File: config.mk
export PLATFORM = sky130hd
export DESIGN_NAME = fetch_sequencer
export DESIGN_NICKNAME = d
export VERILOG_FILES = /design/src/rtl/fetch_pkg.sv /design/src/rtl/fetch_ir_latch.sv /design/src/rtl/fetch_sequencer.sv
export SDC_FILE = /design/constraint.sdc
export NUM_CORES = 1
export LEC_CHECK = 0
export CORE_MARGIN = 2
export CORE_UTILIZATION = 37
export DETAILED_ROUTE_END_ITERATION = 10
export GPL_TIMING_DRIVEN = 1
export PLACE_DENSITY = 0.73
export SYNTH_ARGS = -nofsm -noshare
export SYNTH_HDL_FRONTEND = slang
export SYNTH_HIERARCHICAL = 1
export SYNTH_SLANG_ARGS = --single-unit
File: constraint.sdc
create_clock -name clk -period 1.66 [get_ports clk]
set_clock_uncertainty 0.05 [all_clocks]
set_input_delay 0.332 -clock clk [delete_from_list [all_inputs] [get_ports clk]]
set_output_delay 0.332 -clock clk [all_outputs]
set_load 0.005 [all_outputs]
File: src/rtl/fetch_pkg.sv
// Shared types and defaults for the instruction-fetch sequencer.
// The jump test takes the prefix as an argument so a re-parameterised sequencer stays consistent.
package fetch_pkg;

  localparam int         DEF_WIDTH      = 8;
  localparam logic [1:0] DEF_JMP_PREFIX = 2'b11;

  typedef enum logic [2:0] {
    S_IDLE  = 3'd0,
    S_ADDR  = 3'd1,
    S_REQ   = 3'd2,
    S_WAIT  = 3'd3,
    S_ISSUE = 3'd4,
    S_DRAIN = 3'd5
  } state_e;

  function automatic logic is_jump_op(input logic [1:0] top2, input logic [1:0] prefix);
    return (top2 == prefix);
  endfunction

endpackage

File: src/rtl/fetch_ir_latch.sv
// Instruction register: captures the opcode and operand bytes and holds them for the execute stage.
// Capturing an opcode clears the operand so a 1-byte instruction always presents operand 0.
module fetch_ir_latch
  import fetch_pkg::*;
#(
  parameter int         WIDTH      = DEF_WIDTH,
  parameter logic [1:0] JMP_PREFIX = DEF_JMP_PREFIX
) (
  input  logic             clk,
  input  logic             rst_n,
  input  logic             cap_opcode_i,
  input  logic             cap_operand_i,
  input  logic [WIDTH-1:0] rdata_i,
  output logic [WIDTH-1:0] opcode_o,
  output logic [WIDTH-1:0] operand_o,
  output logic             is_jump_o
);

  logic [WIDTH-1:0] opcode_q;
  logic [WIDTH-1:0] operand_q;
  logic             is_jump_q;

  // Opcode/operand capture; contents are held between captures.
  always_ff @(posedge clk or negedge rst_n) begin
    if (!rst_n) begin
      opcode_q  <= '0;
      operand_q <= '0;
      is_jump_q <= 1'b0;
    end else if (cap_opcode_i) begin
      opcode_q  <= rdata_i;
      operand_q <= '0;
      is_jump_q <= is_jump_op(rdata_i[WIDTH-1 -: 2], JMP_PREFIX);
    end else if (cap_operand_i) begin
      operand_q <= rdata_i;
    end
  end

  assign opcode_o  = opcode_q;
  assign operand_o = operand_q;
  assign is_jump_o = is_jump_q;

endmodule

File: src/rtl/fetch_sequencer.sv
// Instruction-fetch controller between the program counter and the execute stage.
// Reads the PC off the shared bus, fetches 1-byte ops or 2-byte jumps, and steers the PC.
module fetch_sequencer
  import fetch_pkg::*;
#(
  parameter int         WIDTH      = DEF_WIDTH,
  parameter logic [1:0] JMP_PREFIX = DEF_JMP_PREFIX
) (
  input  logic             clk,
  input  logic             rst_n,
  input  logic             start,
  input  logic             flush,
  input  logic [WIDTH-1:0] flush_addr,
  input  logic [WIDTH-1:0] pc_bus,
  output logic             pc_out_en,
  output logic             pc_en,
  output logic             pc_load,
  output logic [WIDTH-1:0] pc_load_val,
  output logic             mem_req,
  output logic [WIDTH-1:0] mem_addr,
  input  logic             mem_gnt,
  input  logic             mem_rvalid,
  input  logic [WIDTH-1:0] mem_rdata,
  output logic             instr_valid,
  input  logic             instr_ready,
  output logic [WIDTH-1:0] instr_opcode,
  output logic [WIDTH-1:0] instr_operand,
  output logic             instr_is_jump
);

  state_e           state_q, state_d;
  logic             phase_q, phase_d;
  logic [WIDTH-1:0] mem_addr_q, mem_addr_d;
  logic             cap_opcode;
  logic             cap_operand;

  fetch_ir_latch #(
    .WIDTH      (WIDTH),
    .JMP_PREFIX (JMP_PREFIX)
  ) u_ir (
    .clk           (clk),
    .rst_n         (rst_n),
    .cap_opcode_i  (cap_opcode),
    .cap_operand_i (cap_operand),
    .rdata_i       (mem_rdata),
    .opcode_o      (instr_opcode),
    .operand_o     (instr_operand),
    .is_jump_o     (instr_is_jump)
  );

  assign mem_addr    = mem_addr_q;
  assign instr_valid = (state_q == S_ISSUE);

  // State, byte phase and fetch address registers.
  always_ff @(posedge clk or negedge rst_n) begin
    if (!rst_n) begin
      state_q    <= S_IDLE;
      phase_q    <= 1'b0;
      mem_addr_q <= '0;
    end else begin
      state_q    <= state_d;
      phase_q    <= phase_d;
      mem_addr_q <= mem_addr_d;
    end
  end

  // Next state and PC/memory strobes; flush overrides everything in any state.
  always_comb begin
    state_d     = state_q;
    phase_d     = phase_q;
    mem_addr_d  = mem_addr_q;
    pc_out_en   = 1'b0;
    pc_en       = 1'b0;
    pc_load     = 1'b0;
    pc_load_val = '0;
    mem_req     = 1'b0;
    cap_opcode  = 1'b0;
    cap_operand = 1'b0;
    if (flush) begin
      pc_load     = 1'b1;
      pc_load_val = flush_addr;
      phase_d     = 1'b0;
      // A response that lands in the flush cycle is already consumed, so no drain is needed.
      case (state_q)
        S_IDLE:  state_d = start ? S_ADDR : S_IDLE;
        S_REQ:   state_d = mem_gnt ? S_DRAIN : S_ADDR;
        S_WAIT:  state_d = mem_rvalid ? S_ADDR : S_DRAIN;
        S_DRAIN: state_d = mem_rvalid ? S_ADDR : S_DRAIN;
        default: state_d = S_ADDR;
      endcase
    end else begin
      case (state_q)
        S_IDLE: begin
          if (start) begin
            state_d = S_ADDR;
            phase_d = 1'b0;
          end else begin
            state_d = S_IDLE;
          end
        end
        S_ADDR: begin
          pc_out_en  = 1'b1;
          pc_en      = 1'b1;
          mem_addr_d = pc_bus;
          state_d    = S_REQ;
        end
        S_REQ: begin
          mem_req = 1'b1;
          state_d = mem_gnt ? S_WAIT : S_REQ;
        end
        S_WAIT: begin
          if (mem_rvalid && !phase_q) begin
            cap_opcode = 1'b1;
            if (is_jump_op(mem_rdata[WIDTH-1 -: 2], JMP_PREFIX)) begin
              state_d = S_ADDR;
              phase_d = 1'b1;
            end else begin
              state_d = S_ISSUE;
            end
          end else if (mem_rvalid) begin
            cap_operand = 1'b1;
            state_d     = S_ISSUE;
          end else begin
            state_d = S_WAIT;
          end
        end
        S_ISSUE: begin
          if (instr_ready) begin
            pc_load     = instr_is_jump;
            pc_load_val = instr_is_jump ? instr_operand : '0;
            state_d     = S_ADDR;
            phase_d     = 1'b0;
          end else begin
            state_d = S_ISSUE;
          end
        end
        S_DRAIN: state_d = mem_rvalid ? S_ADDR : S_DRAIN;
        default: state_d = S_IDLE;
      endcase
    end
  end

endmodule

==> flow_summary.ini, run 1 <==
[status]
status = complete, but fails checks
violations = negative setup slack

[worst_setup_path]
cp.arrival_ps = 1550
cp_max_fo = 4
startpoint_type = register
end_kind = output pin
path_class = reg -> out
ff2ff_path_depth = 8
required_ps = 1280
reg2reg_slack_ps = -170

[clock_network]
ctsHoldBuffers = 0
cts.sinks = 29
clock_latency_ps = 280
numCtsBuffers = 5
clockBufferDepth = 2
cts_tree = done
cts.htree.levels = 2
path_clk_slew_ps = 70
cts_root_buffer = clkbuf_8

[placed_design]
post_dp_cell_area_um2 = 2380
routabilityCongestion = 0.828
place_ws_ps = -612
port_buffers = 68
dp.cells = 258
place_hpwl_um = 3100

[global_routing]
grt_pass1_wl_um = 7220
grt_overflow_total = 0
grt.total_usage_pct = 22.1
grt_pass1_vias = 1530
grtUsageMet3_pct = 7.43
grt_util_met1_pct = 23.6
busiest_layer = met2
antenna_found_initial = 0
grt_use_met2_pct = 39.5
grt_max_degree = 30

[synthesis]
yosys_warnings = 6
netlist_area_um2 = 1470
synth_common_cells = dfrtp_1, nor2_1, mux2_2
synth_top_area_share_pct = 49.5
synth.yosys.seq_area_share_pct = 49.5
syn_nets = 154
synth_most_common_cell = dfrtp_1
synth_cell_type_count = 34
syn_inst = 123
synth_area_leader_cell = dfrtp_1
synth.avg_cell_area_um2 = 11.9
ys_ff_latch = 29
synth_edf_count = 0
synth_top_cells_by_area = dfrtp_1, mux2_4, mux2_2
synth_flop_cell = dfrtp_1
ys_async_sr_fraction_pct = 100

[timing]
rsz0062_at_grt = yes
final-hold-violation-count = 0
setup_viol = 30
timing.hold.ws_ps = 374
tns_ps = -4160
worstMarginPinSlew_ps = 365
slew_violations = 0
timing.final.crit_share_pct = 117
period_minus_slack_ps = 1930
slew_headroom_pct = 75.6
fmaxAchievable_mhz = 517
setup_ws_ps = -275

[detailed_routing]
dr.pass1.iters = 4
drt_iter0_drc = 48
routed_wirelength_um = 4410
drt-wirelength-per-cell_um = 15.7
drc_errors = 0
ant_nets = 0
vias = 1394
avgViaCountPerCell = 4.96

[layout]
stdcell_area_um2 = 2660
final_cells = 281
multi_input_area_um2 = 707
final_nets = 263
nFillCells = 287
insertedDiodeCount = 0
area_growth_pct = 81.6
final-seq-area_um2 = 726
final_util_pct = 71.1
final_layout_size_suffix_gt1_share_pct = 41.2

[hold_path]
hp-class = in -> async

[power]
p_total_mw = 3.33
vdd.ir_drop.worst_v = 0.000517
leakage_nw = 1.20
p_per_area_nw_per_um2 = 1250

[floorplan]
initial_utilization_pct = 39.2
die_w_um = 67.0
ios = 69
fp.dieArea_um2 = 4480
rows = 22
fp.dieH_um = 67.0
design.core.area_um2 = 3740

[run]
maxCapViolations = 0
per-layer routing:
metal	up-vias	wire, um
met5	-	0
met1	664	1690
met2	65	2280
li1	653	-
met3	12	335
met4	0	96
area by class of cell:
cell class / count / area share [%]
Clock buffer: 7 / 3.24
Inverter: 4 / 0.564
Sequential cell: 29 / 27.3
Tap cell: 48 / 2.26
Multi-Input combinational cell: 80 / 26.6
Timing Repair Buffer: 112 / 39.0
Clock inverter: 1 / 1.13
layout by cell type (no fill, tap or decap), drive strengths merged:
cell / n
buf: 56
clkdlybuf4s50: 51
dfrtp: 29
mux2: 17
nor2: 13
a22o: 8
mux2i: 8
clkbuf: 7
nand2: 5
inv: 4
nor2b: 4
dlygate4sd2: 3
nor3: 3
a31oi: 2
nand2b: 2
a21oi: 2
or3b: 2
o21ai: 2
nand4b: 1
and2b: 1
nor4: 1
or3: 1
o32ai: 1
and3: 1
o2111ai: 1
a32oi: 1
a31o: 1
a2111o: 1
a221oi: 1
bufinv: 1
dlymetal6s2s: 1
clkdlybuf4s15: 1
nand3: 1
cell families (layout without fill, tap and decap cells):
kind of cell / count (synthesis) / count (layout) / share of synthesized area, %
mux: 25 / 25 / 20.6
buf+inv: 14 / 124 / 6.06
simple gates: 35 / 35 / 12.5
compound gates: 20 / 20 / 11.4
flops: 29 / 29 / 49.5
worst max-delay path, stage by stage (launching register included):
cell     delay [ps]
dfrtp_1         410
buf_6           130
nor3_2          160
buf_4           160
buf_6           100
buf_6            80
a22o_1          110
buf_2           110
registers in the layout (all words and copies together) (netlist names):
register	flops
u_ir/is_jump_o	1
u_ir/opcode_o	8
phase_q	1
u_ir/operand_o	8
state_q	3
mem_addr	8
power breakdown:
group / switching, mW / internal [mW]
Combinational: 0.484 / 0.992
Clock: 0.267 / 0.489
Sequential: 0.148 / 0.947
timing repair:
| item | in CTS | in global routing |
|---|---|---|
| resized for setup | 73 | 10 |
| cloned | 1 | 0 |
| setup buffers | 11 | 5 |
| setup endpoints to repair | 37 | 38 |
| pin swaps | 8 | 6 |
final timing paths:
path                             start                to
max                         state_q[1]    pc_load_val[7]
min                              rst_n  u_ir/opcode_o[0]
max reg2reg                 state_q[2]  u_ir/opcode_o[3]
min reg2reg                mem_addr[2]       mem_addr[2]
max in group asynchronous        rst_n       mem_addr[2]
min in group clk           mem_addr[2]       mem_addr[2]
Power figures use the tool's default switching activity.
==> run 2, diff against run 1 <==
--- a/config.mk
+++ b/config.mk
@@ -10,6 +10,7 @@
 export DETAILED_ROUTE_END_ITERATION = 10
 export GPL_TIMING_DRIVEN = 1
 export PLACE_DENSITY = 0.73
+export SLEW_MARGIN = 15
 export SYNTH_ARGS = -nofsm -noshare
 export SYNTH_HDL_FRONTEND = slang
 export SYNTH_HIERARCHICAL = 1
==> results of run 2 <==
The final DEF is identical to that of run 1; final timing and power are the same.
==> run 3, diff against run 2 <==
--- a/config.mk
+++ b/config.mk
@@ -5,6 +5,7 @@
 export SDC_FILE = /design/constraint.sdc
 export NUM_CORES = 1
 export LEC_CHECK = 0
+export CAP_MARGIN = 20
 export CORE_MARGIN = 2
 export CORE_UTILIZATION = 37
 export DETAILED_ROUTE_END_ITERATION = 10
==> results of run 3 <==
The final DEF is identical to that of run 1; final timing and power are the same.
